### src/rtl/encoder_position_tracker.sv
// Quadrature direction code -> step events, signed position, windowed velocity and motion state.
// Optional encoder index (Z) handling is enabled with the ENCODER_INDEX_EN macro.
module encoder_position_tracker #(
  parameter int POS_WIDTH     = 16,
  parameter int VEL_WIDTH     = 12,
  parameter int WINDOW_CYCLES = 50000,
  parameter int SATURATE      = 0
) (
  input  logic                        clk,
  input  logic                        rst,
  input  logic [1:0]                  dir,
  input  logic                        clear,
`ifdef ENCODER_INDEX_EN
  input  logic                        index,
  output logic                        index_seen,
`endif
  output logic signed [POS_WIDTH-1:0] position,
  output logic signed [VEL_WIDTH-1:0] velocity,
  output logic                        step_valid,
  output logic                        step_ccw,
  output logic [1:0]                  motion,
  output logic                        dir_error
);

  typedef enum logic [1:0] {
    STOPPED    = 2'b00,
    MOVING_CW  = 2'b01,
    MOVING_CCW = 2'b10
  } state_t;

  localparam int CNT_W = (WINDOW_CYCLES > 2) ? $clog2(WINDOW_CYCLES) : 1;
  localparam logic signed [POS_WIDTH-1:0] POS_MAX = {1'b0, {(POS_WIDTH-1){1'b1}}};
  localparam logic signed [POS_WIDTH-1:0] POS_MIN = {1'b1, {(POS_WIDTH-1){1'b0}}};
  localparam logic signed [VEL_WIDTH-1:0] VEL_MAX = {1'b0, {(VEL_WIDTH-1){1'b1}}};
  localparam logic signed [VEL_WIDTH-1:0] VEL_MIN = {1'b1, {(VEL_WIDTH-1){1'b0}}};

  state_t                        state;
  logic [1:0]                    dir_q;
  logic                          prime;
  logic [CNT_W-1:0]              win_cnt;
  logic signed [VEL_WIDTH-1:0]   acc;
  logic signed [VEL_WIDTH-1:0]   acc_next;
  logic signed [POS_WIDTH-1:0]   pos_next;
  logic                          cw, ccw, terminal, zero_pos;

  // A held dir code counts once; the prime cycle only seeds dir_q.
  assign cw       = !prime && (dir == 2'b01) && (dir_q != 2'b01);
  assign ccw      = !prime && (dir == 2'b10) && (dir_q != 2'b10);
  assign terminal = (win_cnt == CNT_W'(WINDOW_CYCLES - 1));
  assign motion   = state;

`ifdef ENCODER_INDEX_EN
  logic index_q;
  logic index_rise;
  assign index_rise = index && !index_q;
  assign zero_pos   = clear || index_rise;

  always_ff @(posedge clk or posedge rst) begin
    if (rst) begin
      index_q    <= 1'b0;
      index_seen <= 1'b0;
    end else begin
      index_q <= index;
      if (index_rise) index_seen <= 1'b1;
    end
  end
`else
  assign zero_pos = clear;
`endif

  always_comb begin
    pos_next = position;
    if (cw) begin
      if (!(SATURATE != 0 && position == POS_MAX)) pos_next = position + POS_WIDTH'(1);
    end else if (ccw) begin
      if (!(SATURATE != 0 && position == POS_MIN)) pos_next = position - POS_WIDTH'(1);
    end
    if (zero_pos) pos_next = '0;
  end

  always_comb begin
    acc_next = acc;
    if (cw && acc != VEL_MAX)       acc_next = acc + VEL_WIDTH'(1);
    else if (ccw && acc != VEL_MIN) acc_next = acc - VEL_WIDTH'(1);
  end

  always_ff @(posedge clk or posedge rst) begin
    if (rst) begin
      dir_q      <= 2'b00;
      prime      <= 1'b1;
      position   <= '0;
      step_valid <= 1'b0;
      step_ccw   <= 1'b0;
      dir_error  <= 1'b0;
      win_cnt    <= '0;
      acc        <= '0;
      velocity   <= '0;
      state      <= STOPPED;
    end else begin
      dir_q      <= dir;
      prime      <= 1'b0;
      position   <= pos_next;
      step_valid <= cw || ccw;
      if (cw || ccw) step_ccw <= ccw;
      if (dir == 2'b11) dir_error <= 1'b1;

      if (terminal) begin
        win_cnt  <= '0;
        velocity <= acc_next;
        acc      <= '0;
      end else begin
        win_cnt <= win_cnt + CNT_W'(1);
        acc     <= acc_next;
      end

      // A reversal wins over a stop decision in the same cycle.
      case (state)
        STOPPED: begin
          if (cw)       state <= MOVING_CW;
          else if (ccw) state <= MOVING_CCW;
        end
        MOVING_CW: begin
          if (ccw)                             state <= MOVING_CCW;
          else if (terminal && acc_next == '0) state <= STOPPED;
        end
        MOVING_CCW: begin
          if (cw)                              state <= MOVING_CW;
          else if (terminal && acc_next == '0) state <= STOPPED;
        end
        default: state <= STOPPED;
      endcase
    end
  end

endmodule
### config.mk
export PLATFORM = sky130hd
export DESIGN_NAME = encoder_position_tracker
export DESIGN_NICKNAME = d
export VERILOG_FILES = /design/src/rtl/encoder_position_tracker.sv
export SDC_FILE = /design/constraint.sdc
export NUM_CORES = 1
export LEC_CHECK = 0
export ABC_AREA = 1
export CAP_MARGIN = 20
export CORE_MARGIN = 4
export CORE_UTILIZATION = 66
export CTS_BUF_LIST = sky130_fd_sc_hd__clkbuf_8
export DETAILED_ROUTE_END_ITERATION = 10
export DONT_BUFFER_PORTS = 1
export PLACE_DENSITY = 0.85
export SYNTH_ARGS = -nofsm -noshare
export SYNTH_HDL_FRONTEND = slang
export SYNTH_SLANG_ARGS = --single-unit
### constraint.sdc
create_clock -name clk -period 2.76 [get_ports clk]
set_input_delay 0.414 -clock clk [delete_from_list [all_inputs] [get_ports clk]]
set_output_delay 0.414 -clock clk [all_outputs]
set_load 0.05 [all_outputs]
## Word level (Yosys, flattened, before mapping)

Index checks and enable logic that the tools add are counted.
W data, S select, Z words.

- Bits of input ports: 5
- Register bits after elaboration: 64
- Word-level logic and storage cells: 51
- Output and inout port bits: 33

- Reductions and logical operators: 12
- Eq/ne operators: 11
- Multiplexer cells: 13
- Add/subtract/negate cells: 5

Operators by type and width:

| cell | count |
|---|---|
| $mux W16 | 4 |
| $mux W12 | 3 |
| $ne A12 B12 Y1 const B | 2 |
| $add A16 B1 Y16 const B | 1 |
| $add A16 B2 Y16 const B | 1 |
| $eq A16 B16 Y1 const B | 1 |
| $sub A16 B2 Y16 const B | 1 |
| $add A12 B2 Y12 const B | 1 |
| $logic_not A12 Y1 | 1 |
| $sub A12 B2 Y12 const B | 1 |
| $mux W2 | 5 |
| $logic_and A1 B1 Y1 | 7 |
| $eq A2 B2 Y1 const B | 3 |
| $pmux W2 S3 | 1 |
| $eq A2 B1 Y1 const B | 2 |
| $ne A3 B3 Y1 const B | 1 |
| $reduce_bool A3 Y1 | 1 |
| $logic_not A2 Y1 | 1 |
| $ne A2 B1 Y1 const B | 1 |
| $ne A2 B2 Y1 const B | 1 |
| $logic_not A1 Y1 | 1 |
| $logic_or A1 B1 Y1 | 1 |

## Longest topological paths before layout

- Word-level depth: 11
- Mapped depth: 17

## Least setup slack after synthesis

OpenSTA, ideal clock, no wires.

- Path type: in2reg
- Start point: input dir[1]
- End point: register position[14]
- Library setup time: 123 ps
- Buffers on the path: 0
- Slack: 360 ps
- Arrival: 2,277 ps
- Stages: 14
- Cells stage by stage: inv_1 > nand3_1 > nor2_4 > inv_2 > ha_1 > a21oi_1 > o21ai_0 > a21oi_1 > o21ai_0 > nand3_1 > o21bai_1 > a21oi_1 > o21ai_0 > nand2_1

- Word-level cells in the longest chain between the ends: 5
- Elaborated cells on any way between the ends: 9
- Those cells by class: eq/ne (2); mux (2); reduce/logical (5)

RTL lines:

| element | RTL line | RTL |
|---|---|---|
| start, declared | 11 | `input logic [1:0] dir,` |
| $eq A2 B1 Y1 | 47 | `assign cw = !prime && (dir == 2'b01) && (dir_q != 2'b01);` |
| $logic_and A1 B1 Y1 (2 in series) | 47 |  |
| $mux W16 | 73 | `if (cw) begin` |
| $mux W16 | 78 | `if (zero_pos) pos_next = '0;` |
| end signal, assigned | 102 | `position <= pos_next;` |
| end, declared | 17 | `output logic signed [POS_WIDTH-1:0] position,` |

Several ways; a longest one is shown, not always the timed one.
A chain may end at the register's enable or synchronous reset.

## Worst setup path in the final report

- Start point: register prime
- End point: register position[14]

- Word-level cells in the longest chain between the ends: 5
- Elaborated cells on any way between the ends: 8
- Those cells by class: mux (2); reduce/logical (6)

RTL lines:

| element | RTL line | RTL |
|---|---|---|
| start, declared | 39 | `logic prime;` |
| start signal, assigned | 90 | `prime <= 1'b1;` |
| start signal, assigned | 101 | `prime <= 1'b0;` |
| $logic_not A1 Y1 * | 47, 48 |  |
| $logic_and A1 B1 Y1 (2 in series) | 47 |  |
| $mux W16 | 73 |  |
| $mux W16 | 78 |  |

Mark *: on every way between the ends. The rest lies on a longest branch, timed or not.

==> summary.txt <==
Drt
  • Pre-antenna DRT Iters: 5
  • Routed WL: around 8800 um
  • Vias per cell: about 5.5
  • Remaining DRCs: 0
  • Total number of vias: 3,484
  • Detailed-route wire length per cell: 14.0 um
  • 1st-iter DRT viols: 193
  • Antenna violation net count after detailed routing: 0

GRT
  • First-pass GRT wire length: around 15,000 um
  • Initial antenna violation count: 0
  • Vias in the first global route: ~3,400
  • Gr usage total: between 20% and 30%
  • Total grt overflow: 0
  • Largest net degree at the start of global routing: 30

Worst setup path
  • Crit path from: prime$_DFF_PP1_
  • RR Startpoint: prime$_DFF_PP1_
  • Critical Path RT: ~3 ns
  • R2R cell count: 15
  • CP endpoint: position[14]$_DFFE_PP0P_
  • Critical setup path kind: flop to flop
  • Reg2reg setup slack: 0.16 ns
  • Worst EP arrival: about 2.8 ns
  • CP Max Fanout: 7
  • R2r endpoint: position[14]$_DFFE_PP0P_
  • Startpoint types: flop
  • Critical path endpoint category: flop

Clock tree
  • CTS clk-pin slew, worst paths: roughly 0.070 ns
  • Root Driver: clkbuf_8
  • CTS tree: done
  • CTS buffer count: 9
  • Clk buf depth: 2
  • H-tree depth: 3
  • Worst skew pair latency: around 0.34 ns
  • Clk sink count: 64

Cells and area
  • Area growth, synth to finish: 7.15%
  • Design area: 4350 um^2
  • Net count reported at finish: around 570
  • Util after Layout: roughly 73%
  • Layout cells sized above 1: about 14%
  • Diode count: 0
  • Most frequent cells in the layout: nand2_1, dfrtp_1, inv_1, nor2_1, nand3_1
  • Commonest non-fill, non-tap cell in the layout: nand2_1

Outcome
  • Status: finished clean

Yosys
  • Register bit total from synthesis: 64
  • Netlist cell types: between 40 and 50
  • Mapped cell area: 4060 um^2
  • Synth Area in Simple Gates: approximately 33%
  • Syn Area/Cell: 7.56 um^2
  • Ys Warns: 0
  • XOR/XNOR share of the synthesized area: 1.51%
  • Post-Syn Nets: between 500 and 600
  • Multiplexer area fraction after synthesis: 0%
  • Adder-cell share of the synthesized area: under 10%
  • Compound-Gate Fraction of Synth Area: roughly 12%
  • Post-synthesis sequential area ratio: 39.5%
  • Main combinational cell family by area after synthesis: simple AND/OR/NAND/NOR gates
  • Post-Syn Instances: about 540

Worst hold path
  • Tightest Hold Check Type: input port to flop

Power
  • Max rail drop VDD: roughly 0.53 mV
  • Leak: ~2.3 nW
  • Pwr Density: 715 nW/um^2

Floorplanning
  • Die Y: around 86 um
  • Die Wd: about 86 um
  • Initial core utilization: 68.2%
  • Ports: 38
  • Core footprint: 5960 um^2
  • Num rows: 28
  • Die footprint: around 7500 um^2

Timing
  • Rel. slew slack: approximately half
  • RSZ-0062 raised after global routing: false
  • Worst-Margin Slew: roughly 0.75 ns
  • Fin. Hold Viols: 0
  • Fin crit share: between 90% and 100%
  • Worst clock skew: around 0.0072 ns
  • Final worst slack: roughly 0.16 ns
  • Setup TNS Final: 0 ns
  • Max-slew violation count: 0
  • Final hold slack: 0.100 ns
  • Final min period: between 2 and 3 ns
  • Final Setup Violations: 0
  • F_max: a little under 400 MHz

Placed design
  • Placed Area: slightly above 4000 um^2
  • DP HPWL: roughly 6700 um
  • Placement Setup Slack: between 0.015 and 0.02 ns
  • Port Buffers: 0
  • GPL Wtd Cong: between 0.9 and 1

Run
  • Maxcap violations: 0
## cell type report
class | instances | area (um^2)
Sequential cell | 64 | 1600
Inverter | 69 | 262
Clock buffer | 9 | 124
Fill cell | 464 | 1610
Tap cell | 75 | 93.8
Timing Repair Buffer | 10 | 77.6
Clock inverter | 7 | 62.6
Multi-Input combinational cell | 394 | 2130
## routing by layer
layer  wire length [um]  global-route usage [%]
met1               3920                    34.3
met2               4330                    43.3
met3                463                    4.85
met4                 80                    7.51
met5                  0                       0
## metrics by stage
stage               std cells  power, mW
floorplan                 537       2.14
global placement          610       2.29
detailed placement        610       2.32
CTS                       627       3.09
global route              628       3.33
finish                    628       3.11
## flip-flops by register name, indices dropped and copies added (netlist names)
register,cells
position,16
win_cnt,16
acc,12
velocity,12
dir_q,2
motion,2
dir_error,1
prime,1
step_ccw,1
step_valid,1
## logic make-up (layout without fill, tap and decap cells)
kind of cell,Yosys count,in the layout
AO/OA/AOI/OAI,81,81
adder cells (fa/ha/maj),19,19
flip-flops,64,64
XOR/XNOR,7,7
AND/OR/NAND/NOR,286,286
buffers and inverters,79,95
other,1,1
## power breakdown
group	switching [mW]	leakage (nW)	internal, mW
clock	0.367	0.0985	0.409
combinational	0.657	1.40	0.339
sequential	0.297	0.771	1.04
total	1.32	2.27	1.79
## cells in the mapped netlist (all sizes together)
master	number	area [um^2]
or2	4	25.0
ha	18	225
nor3	9	55.1
fa	1	20.0
o21a	1	7.51
buf	6	60.1
o22ai	2	12.5
conb	1	3.75
o211ai	1	7.51
a211oi	1	7.51
a21oi	29	164
a31oi	1	6.26
nand4	9	56.3
nor3b	1	7.51
nand3	39	223
nand2	157	651
and2	1	6.26
xor2	6	52.6
xnor2	1	8.76
clkbuf	4	15.0
dfstp	1	26.3
a32o	3	30.0
a21o	1	7.51
nor2	65	312
o21ai	39	203
dfrtp	63	1580
a21boi	1	7.51
nand3b	1	7.51
inv	69	262
o21bai	2	15.0
## critical path: stages (launching register included)
cell and delay [ns]:
dfstp_2 0.53, inv_1 0.05, nand3_1 0.13, nor2_4 0.06, buf_4 0.17, fa_1 0.37, inv_1 0.10, nand3_1 0.07
nand2_1 0.12, a21oi_1 0.13, o21ai_2 0.18, nand3_1 0.13, o21bai_1 0.19, a21oi_1 0.08, o21ai_0 0.10, nand2_1 0.07
## worst min path at each step
stage | from | end | cells past startpoint
5_1_grt | dir[1] | dir_q[1]$_DFF_PP0_ | 0
3_3_place_gp | rst | velocity[5]$_DFFE_PP0N_ | 1
6_report | dir[0] | dir_q[0]$_DFF_PP0_ | 0
4_1_cts | dir[0] | dir_q[0]$_DFF_PP0_ | 0
3_5_place_dp | rst | velocity[5]$_DFFE_PP0N_ | 1
2_1_floorplan | win_cnt[0]$_DFF_PP0_ | win_cnt[0]$_DFF_PP0_ | 1
## repair_timing
action / in CTS / in global routing
buffers inserted: 0 / 1
endpoints found under the setup margin: 0 / 6
gates resized for setup: 0 / 4
hold buffers: 1 / 0
endpoints found under the hold margin: 19 / 0
Power figures use the tool's default switching activity.
==> edit, RTL diff (config.mk and constraints unchanged) <==
`SATURATE`: 0 -> 1.
--- a/src/rtl/encoder_position_tracker.sv
+++ b/src/rtl/encoder_position_tracker.sv
@@ -5,5 +5,5 @@
   parameter int VEL_WIDTH     = 12,
   parameter int WINDOW_CYCLES = 50000,
-  parameter int SATURATE      = 0
+  parameter int SATURATE      = 1
 ) (
   input  logic                        clk,
Check against the original RTL: same outputs for any inputs over 10 cycles, from zero or initial values and one cycle with rst high; that may be too few to reach the edited logic, so the function may still have changed.
==> edit against the unedited design <==
  * Cell area is 4.4% higher
  * Count of clock-buffer cells in the layout up 1
  * Largest cell class unchanged
  * Final cell count rose by 4.6%
  * Setup slack better by 0.013 ns
  * Clock skew is 0.0011 ns higher
  * Non-clock buffer count is 5 higher
  * Synthesized area grew 1.5%
  * Global-route usage grew 1.9 points
  * Wire length up 13%
  * Via count rose by 10%
  * Sequential cell count is the same
  * Critical endpoint is now position[13]
  * Sequential power about the same
  * Sequential share of layout area fell by 1.5 points
  * Total power is 16% higher
==> edit: results (changes against the unedited design) <==
| Metric | Value |
|---|---|
| DPL Wire Length | 7.18 mm (+7.9%) |
| GRT met3 Usage | 6.05% (+1.2 points) |
| Met2 wire length | 4.60 mm (+6.3%) |
| Worst hold endpoint | dir_q[1] |
| WL final | 9.97 mm (+13%) |
| Num CTS Buffers | 9 (unchanged) |
| DRT iter0 DRCs | 238 (+23%) |
| Vias per cell | 5.85 (+5.4%) |
| H-tree levels | 3 (unchanged) |
| Clock Skews | 0.00823 ns (+0.00107 ns) |
| Slew of the pin with the lowest slew margin | 0.789 ns (+0.0411 ns) |
| Share of cells above drive strength 1 | 10.1% (-4.1 points) |
| Clk root buf | clkbuf_8 |
| Met2 usage | 41.7% (-1.6 points) |
| Register area share after synthesis | 38.9% (-0.58 points) |
| Syn Area/Cell | 7.38 sq um (-2.3%) |
| Total GRT Usage | 27.7% (+1.9 points) |
| Routability cong. | 0.953 (+5.1%) |
| Leak | 2.35 nW (+3.5%) |
| Pin count of the biggest net entering global routing | 65 (+120%) |
| Most instantiated cells after synthesis | nand2_1 (146), inv_1 (71), nor2_1 (67) |
| Max Fanout on Critical Path | 12 (+5) |
| CTS resizes | 1 (+1) |
| Metal3 WL | 819 um (+77%) |
| Fillcell total | 422 (-9.1%) |
| Number of cells on the worst reg-to-reg path | 13 (-2) |
| Status | completed |
| Max IR drop VDD | 449 uV (-15%) |
| Max stage delay on crit path | 0.37 ns (-0.16 ns) |
| Syn Nets | 582 (+3.7%) |
| Final layout net count | 601 (+5.1%) |
| Worst Setup EP | position[13] |
| Slowest CP cell | ha_1 |
| M1 GR Usage | 40.3% (+6.0 points) |
| M1 WL | 4.39 mm (+12%) |
| Synth top area cells | dfrtp_1 (38%), nand2_1 (13%), inv_1 (6.5%) |
| Worst Hold Launch | dir[1] |
edit: changes by cell type after synthesis, moves of 5 or more:
cell	unedited run	this run
inv_1	62	71
inv_2	6	1
nand2_2	9	3
nand4_1	9	17
nor2_1	50	67
nor2_2	9	2
o21ai_1	5	11
o22ai_1	2	7
xor2_1	6	13
edit: cell type report:
class | count | area share [%]
repair buffers | 15 | 2.56
flip-flops and latches | 64 | 35.3
inverters | 74 | 6.17
multi-input cells | 413 | 48.5
clock inverters | 6 | 2.37
clock buffers | 10 | 3.03
well taps | 75 | 2.07
edit: through the flow:
| step | hold slack [ns] | setup WS [ns] | TNS, ns | cells | utilization, % |
|---|---|---|---|---|---|
| detailed placement | 0.446 | -0.0525 | -0.0525 | 638 | 71.0 |
| floorplan | 0.433 | 0.185 | 0 | 558 | - |
| global route | 0.0837 | 0.00337 | 0 | 657 | 75.8 |
| CTS | 0.0832 | 0.0232 | 0 | 654 | 75.2 |
| finish | 0.0892 | 0.172 | 0 | 657 | 75.8 |
| global placement | 0.446 | 0.116 | 0 | 638 | 71.0 |
edit: where the power goes:
part           leakage [nW]  switching (mW)  internal (mW)
Clock                 0.128           0.377          0.622
Sequential            0.773           0.287           1.05
Combinational          1.45           0.838          0.428
Total                  2.35            1.50           2.10
edit: worst max-delay path: cells and delay by family (launching register included):
kind                       cells  cell delay (ns)
AOI/OAI and AO/OA              6             1.07
buffers and inverters          3             0.40
and+or+nand+nor                3             0.32
adders and majority gates      1             0.37
DFF                            1             0.36
edit: logic make-up (layout without fill, tap and decap cells):
family                     after synthesis  after routing  synth area share, %
AOI/OAI and AO/OA                       85             85                 11.1
other                                    1              1               0.0910
buffers and inverters                   81            105                 7.99
and+or+nand+nor                        291            291                 32.3
DFF                                     64             64                 38.9
adders and majority gates               19             19                 5.95
xor gates and xnor gates                17             17                 3.61
